<file path="src/rtl/fetch_unit.sv">
// fetch_unit: sequential instruction prefetch over a valid/ready imem port, in-order prefetch FIFO, redirect flush.
// Latency: reset release or FLUSH to first out_valid is 2 + L cycles (1 + L with FETCH_BYPASS_EN defined).
// Backpressure: out_ready low fills the FIFO; requests stop once fifo_count + outstanding reaches FIFO_DEPTH.
// Optional macro FETCH_BYPASS_EN forwards a response straight to out_* when the FIFO is empty.

// Small synchronous FIFO with flush; DEPTH must be a power of two so pointers wrap naturally.
module fetch_fifo #(
  parameter int W     = 8,
  parameter int DEPTH = 4
) (
  input  logic                   clk_i,
  input  logic                   rst_ni,
  input  logic                   clr_i,
  input  logic                   push_i,
  input  logic [W-1:0]           wdata_i,
  input  logic                   pop_i,
  output logic [W-1:0]           rdata_o,
  output logic [$clog2(DEPTH):0] count_o
);
  localparam int AW = $clog2(DEPTH);
  localparam logic [AW:0] FULL_CNT = (AW+1)'(DEPTH);

  logic [W-1:0]  mem_q [DEPTH];
  logic [AW-1:0] wr_q, wr_d, rd_q, rd_d;
  logic [AW:0]   cnt_q, cnt_d;
  logic          push_ok, pop_ok;

  // Pointer/count next state; a push at full is accepted only alongside a pop, clear wins.
  always_comb begin
    pop_ok  = pop_i && (cnt_q != '0);
    push_ok = push_i && ((cnt_q != FULL_CNT) || pop_ok);
    wr_d    = wr_q;
    rd_d    = rd_q;
    cnt_d   = cnt_q;
    if (clr_i) begin
      wr_d  = '0;
      rd_d  = '0;
      cnt_d = '0;
    end else begin
      if (push_ok) wr_d = wr_q + AW'(1);
      if (pop_ok)  rd_d = rd_q + AW'(1);
      cnt_d = cnt_q + (AW+1)'(push_ok) - (AW+1)'(pop_ok);
    end
  end

  // Pointer and occupancy registers.
  always_ff @(posedge clk_i or negedge rst_ni) begin
    if (!rst_ni) begin
      wr_q  <= '0;
      rd_q  <= '0;
      cnt_q <= '0;
    end else begin
      wr_q  <= wr_d;
      rd_q  <= rd_d;
      cnt_q <= cnt_d;
    end
  end

  // Storage write; contents need no reset because the count gates every read.
  always_ff @(posedge clk_i) begin
    if (push_ok && !clr_i) mem_q[wr_q] <= wdata_i;
  end

  assign rdata_o = mem_q[rd_q];
  assign count_o = cnt_q;
endmodule

module fetch_unit #(
  parameter int                    ADDR_WIDTH = 64,
  parameter int                    INST_WIDTH = 32,
  parameter int                    FIFO_DEPTH = 4,
  parameter logic [ADDR_WIDTH-1:0] RESET_PC   = 64'h8000_0000
) (
  input  logic                  clk,
  input  logic                  rst,
  input  logic                  redirect_valid,
  input  logic [ADDR_WIDTH-1:0] redirect_pc,
  output logic                  imem_req_valid,
  input  logic                  imem_req_ready,
  output logic [ADDR_WIDTH-1:0] imem_req_addr,
  input  logic                  imem_resp_valid,
  input  logic [INST_WIDTH-1:0] imem_resp_data,
  output logic                  out_valid,
  input  logic                  out_ready,
  output logic [ADDR_WIDTH-1:0] out_pc,
  output logic [INST_WIDTH-1:0] out_inst
);
  localparam int CW = $clog2(FIFO_DEPTH) + 1;
  localparam logic [CW:0] CREDIT_MAX = (CW+1)'(FIFO_DEPTH);

  typedef enum logic [1:0] {S_BOOT, S_FETCH, S_FLUSH} state_t;

  state_t                state_q, state_d;
  logic [ADDR_WIDTH-1:0] fetch_pc_q, fetch_pc_d;
  logic [CW-1:0]         outst_q, outst_d;
  logic [CW-1:0]         drop_q, drop_d;

  logic                             redir, req_fire, resp_ok, resp_keep, byp;
  logic                             fifo_push, fifo_pop, fifo_empty;
  logic [CW-1:0]                    fifo_cnt, tag_cnt;
  logic [CW:0]                      credit_sum;
  logic [ADDR_WIDTH+INST_WIDTH-1:0] fifo_head;
  logic [ADDR_WIDTH-1:0]            tag_head, head_pc;
  logic [INST_WIDTH-1:0]            head_inst;

  // Prefetched {pc, inst} entries waiting for decode.
  fetch_fifo #(.W(ADDR_WIDTH + INST_WIDTH), .DEPTH(FIFO_DEPTH)) u_data_fifo (
    .clk_i   (clk),
    .rst_ni  (rst),
    .clr_i   (redir),
    .push_i  (fifo_push),
    .wdata_i ({tag_head, imem_resp_data}),
    .pop_i   (fifo_pop),
    .rdata_o (fifo_head),
    .count_o (fifo_cnt)
  );

  // PCs of live (non-dropped) in-flight requests, oldest at the head.
  fetch_fifo #(.W(ADDR_WIDTH), .DEPTH(FIFO_DEPTH)) u_tag_fifo (
    .clk_i   (clk),
    .rst_ni  (rst),
    .clr_i   (redir),
    .push_i  (req_fire),
    .wdata_i (fetch_pc_q),
    .pop_i   (resp_keep),
    .rdata_o (tag_head),
    .count_o (tag_cnt)
  );

  // FSM next state: one BOOT cycle, then FETCH; any redirect (re)enters FLUSH for a cycle.
  always_comb begin
    state_d = state_q;
    case (state_q)
      S_BOOT:  state_d = S_FETCH;
      S_FETCH: if (redirect_valid) state_d = S_FLUSH;
      S_FLUSH: state_d = redirect_valid ? S_FLUSH : S_FETCH;
      default: state_d = S_BOOT;
    endcase
  end

  // Request credit, response steering, output selection and counter next state.
  always_comb begin
    redir          = redirect_valid && (state_q != S_BOOT);
    credit_sum     = {1'b0, fifo_cnt} + {1'b0, outst_q};
    imem_req_valid = (state_q == S_FETCH) && !redirect_valid && (credit_sum < CREDIT_MAX);
    imem_req_addr  = imem_req_valid ? fetch_pc_q : '0;
    req_fire       = imem_req_valid && imem_req_ready;
    // A response with nothing outstanding belongs to a pre-reset request and is ignored.
    resp_ok        = imem_resp_valid && (outst_q != '0);
    resp_keep      = resp_ok && (drop_q == '0) && (tag_cnt != '0);
    fifo_empty     = (fifo_cnt == '0);
`ifdef FETCH_BYPASS_EN
    byp            = fifo_empty && resp_keep;
`else
    byp            = 1'b0;
`endif
    head_pc   = byp ? tag_head : fifo_head[ADDR_WIDTH+INST_WIDTH-1:INST_WIDTH];
    head_inst = byp ? imem_resp_data : fifo_head[INST_WIDTH-1:0];
    out_valid = !redir && (!fifo_empty || byp);
    out_pc    = out_valid ? head_pc : '0;
    out_inst  = out_valid ? head_inst : '0;
    // A bypassed entry taken by decode this cycle never enters the FIFO.
    fifo_push = resp_keep && !(byp && out_ready);
    fifo_pop  = out_valid && out_ready && !fifo_empty;

    outst_d    = outst_q + CW'(req_fire) - CW'(resp_ok);
    drop_d     = drop_q;
    fetch_pc_d = fetch_pc_q;
    if (resp_ok && (drop_q != '0)) drop_d = drop_q - CW'(1);
    if (req_fire) fetch_pc_d = fetch_pc_q + ADDR_WIDTH'(4);
    if (redir) begin
      // Everything still in flight after this edge is stale.
      fetch_pc_d = redirect_pc & ~ADDR_WIDTH'(1);
      drop_d     = outst_d;
    end
  end

  // State, fetch PC and credit counters.
  always_ff @(posedge clk or negedge rst) begin
    if (!rst) begin
      state_q    <= S_BOOT;
      fetch_pc_q <= RESET_PC;
      outst_q    <= '0;
      drop_q     <= '0;
    end else begin
      state_q    <= state_d;
      fetch_pc_q <= fetch_pc_d;
      outst_q    <= outst_d;
      drop_q     <= drop_d;
    end
  end
endmodule

</file>
<file path="config.mk">
export PLATFORM = sky130hd
export DESIGN_NAME = fetch_unit
export DESIGN_NICKNAME = d
export VERILOG_FILES = /design/src/rtl/fetch_unit.sv
export SDC_FILE = /design/constraint.sdc
export NUM_CORES = 1
export LEC_CHECK = 0
export CORE_MARGIN = 10
export CORE_UTILIZATION = 50
export DETAILED_ROUTE_END_ITERATION = 10
export HOLD_SLACK_MARGIN = 0.08
export PLACE_DENSITY = 0.76
export SLEW_MARGIN = 10
export SYNTH_ARGS = -nofsm -noshare
export SYNTH_HDL_FRONTEND = slang
export SYNTH_SLANG_ARGS = --single-unit
</file>
<file path="constraint.sdc">
create_clock -name clk -period 4.88 [get_ports clk]
set_input_delay 1.22 -clock clk [delete_from_list [all_inputs] [get_ports clk]]
set_output_delay 1.22 -clock clk [all_outputs]
set_load 0.02 [all_outputs]
</file>
==> out/results.tsv <==
stage	metric	value	unit
run_status	status	completed	
clock_tree	post_cts_buffers	0	
yosys	synth_edf_count	632	
timing	fin_ws	347.2	ps
yosys	ys_ff_latch	717	
global_routing	grt_pass1_wl	105800	µm
clock_tree	cts_buffers	72	
yosys	synth_most_common_cell	edfxtp_1	
worst_setup_path	crit_path_max_fanout	50	
timing	tightest_slew	1073	ps
cells_and_area	drive_above_1_share	0.1717	
floorplan	coreArea	57700	µm²
clock_tree	clock-sinks	717	
clock_tree	cts.path.max_buffers	3	
clock_tree	cts_tree	yes	
floorplan	die_w	261.2	µm
yosys	synth_cell_types	56	
yosys	synth_top_area_cell	edfxtp_1	
worst_setup_path	critPathBufInv	2	
timing	min_period	4533	ps
drt	firstDrtPassIters	5	
global_routing	grt_overflow	0	
place	pre_cts_ws	359.5	ps
timing	hold_viol	0	
timing	maxSlewHeadroom	0.2782	
floorplan	dieArea	68210	µm²
worst_setup_path	cpPeakStageDelay	630	ps
worst_setup_path	crit_arrival	3310	ps
floorplan	die_h	261.2	µm
cells_and_area	syn_to_final_growth	21.45	%
yosys	ys_warn_count	0	
yosys	synth_top_flop_cell	edfxtp_1	
worst_setup_path	required	3660	ps
cells_and_area	n_antenna_cell	0	
yosys	netlist_area	29080	µm²
power_and_ir_drop	power.leakage	0.01165	µW
worst_setup_path	critPathLaunchType	flop	
floorplan	start_util	0.5041	
worst_setup_path	path_delay_family	buffers and inverters	
clock_tree	path_clk_slew	60	ps
global_routing	antenna_found_initial	4	
power_and_ir_drop	power.density	551.2	nW/µm²
timing	fin_skew	21.51	ps
drt	viasPerCell	5.948	
timing	rsz0062_at_grt	false	
place	place.gp.congestion	0.8873	
worst_setup_path	end_kind	output port	
yosys	synth_top_area_share	0.6526	
drt	drc	0	
yosys	synthTopCellsByArea	edfxtp_1, mux4_2, dfrtp_1, and2_1, and3_1	
yosys	yosys-top-cells-count	edfxtp_1, mux4_2, and2_1	
yosys	seq_area_frac_synth	0.7257	
cells_and_area	layout.nets	2044	
place	dp_hpwl	45360	µm
drt	ant_nets	0	
timing	setup_tns	0	ps
clock_tree	cts_resized	0	
yosys	ys_async_sr_fraction	0.1185	
drt	drt_iter0_drc	1533	
place	portBuffers	260	
job	cap_violations	0	
clock_tree	ctsHtreeMaxLevel	3	
clock_tree	cts_hold_buf	0	
global_routing	grt_start_max_net_pins	66	
power_and_ir_drop	worst_ir_drop_vdd	0.3086	mV
clock_tree	cts-root-buf	clkbuf_16	
yosys	syn-instance-count	1623	
yosys	syn-mean-instance-area	17.92	µm²
timing	finalSetupViolations	0	
global_routing	grt_use_total	0.2063	
worst_setup_path	criticalPathCategory	reg -> out	
timing	fmax	220.6	MHz
drt	wire_per_inst	25.73	µm
cells_and_area	n_fill_cell	4093	
worst_setup_path	crit_path_top_delay_cell	clkdlybuf4s50_1	
floorplan	rows	88	
drt	drt_wl_total	70470	µm
drt	via_count	16290	
floorplan	io_pins	264	
min_path	hp-class	reg -> reg	
worst_setup_path	path_cells	ha_1 -> nor4b_4 -> buf_4 -> and3_1 -> clkdlybuf4s50_1	
timing	slew_viol_final	0	
clock_tree	clock_latency	600	ps
global_routing	grt_pass1_vias	16890	
timing	min_period_over_period	0.9288	
==> metal layers <==
layer  global-route usage  wire (µm)
met5                    0         25
met4              0.07401       1965
met3              0.04158       5591
met2               0.3419      34740
met1               0.2686      28150
==> layout make-up <==
cell class              count  area [µm²]  area share
clock inverters            36       399.1     0.01130
repair buffers            307        3176     0.08991
well taps                 765       957.2     0.02710
inverters                  23       86.33    0.002444
clock buffers              92        1951     0.05523
multi-input cells         799        7632      0.2161
flip-flops and latches    717       21120      0.5979
==> worst reg2reg max path, delay by kind of cell (launching register included) <==
family,cells,cell delay [ps]
AOI/OAI and AO/OA,1,90
adders and majority gates,4,1330
and+or+nand+nor,3,1120
buffers and inverters,3,640
xor gates and xnor gates,1,230
DFF,1,430
==> where the power goes <==
group,switching [µW],internal (µW),total (µW)
Combinational,2800,2470,5280
Clock,2220,3260,5480
Sequential,1150,7570,8710
Total,6170,13300,19500
==> sequential cells by signal, summed over array words and instances, names as in the netlist <==
register and cells:
drop_q 3, u_data_fifo.rd_q 2, u_data_fifo.wr_q 2, outst_q 3, u_data_fifo.mem_q 380, u_tag_fifo.mem_q 252
u_data_fifo.count_o 3, u_tag_fifo.wr_q 2, state_q 2, u_tag_fifo.rd_q 2, u_tag_fifo.count_o 3, fetch_pc_q 63
==> worst paths after layout <==
path / startpoint / end / slack [ps] / cells after the start
min in group asynchronous: rst / fetch_pc_q[47] / 730 / 1
worst min-delay path: drop_q[1] / drop_q[1] / 560 / 2
worst max-delay path: u_data_fifo.count_o[2] / imem_req_addr[7] / 350 / 5
max in group asynchronous: rst / fetch_pc_q[31] / 3280 / 2
worst min register to register: drop_q[1] / drop_q[1] / 560 / 2
worst max register to register: u_data_fifo.count_o[2] / drop_q[2] / 970 / 12
==> kinds of logic after synthesis <==
kind of cell	after synthesis	share of synthesized area
DFF	717	0.7257
and+or+nand+nor	464	0.09017
AOI/OAI and AO/OA	101	0.02099
buffers and inverters	108	0.01428
adders and majority gates	22	0.01024
other	1	0.0001289
xor gates and xnor gates	44	0.01325
muxes	166	0.1252
==> placed cells by master, fill, tap and decap left out, drive strengths merged, types with 19 or more instances in the layout <==
cell	Yosys	layout
buf	23	54
edfxtp	632	632
nor2	54	54
xor2	24	24
inv	23	27
ha	19	19
clkbuf	62	92
dfrtp	84	84
xnor2	20	20
nand2	77	77
a31oi	25	25
nand4	35	35
clkdlybuf4s50	0	253
o21ai	48	48
and3	72	72
clkinv	0	22
and2	111	111
nand3	37	37
mux4	158	158
==> through the flow <==
step / instances / power, µW / cell area [µm²] / hold WS, ps / util
floorplan: 1624 / 11500 / 29090 / 474.2 / -
global placement: 2611 / 13930 / 32970 / 518.7 / 0.5715
detailed placement: 2611 / 14120 / 32970 / 544.4 / 0.5715
CTS: 2739 / 19610 / 35320 / 563.3 / 0.6122
global route: 2739 / 20260 / 35320 / 599.4 / 0.6122
finish: 2739 / 19470 / 35320 / 560.3 / 0.6122
No activity file was read; power rests on OpenSTA's default activity.
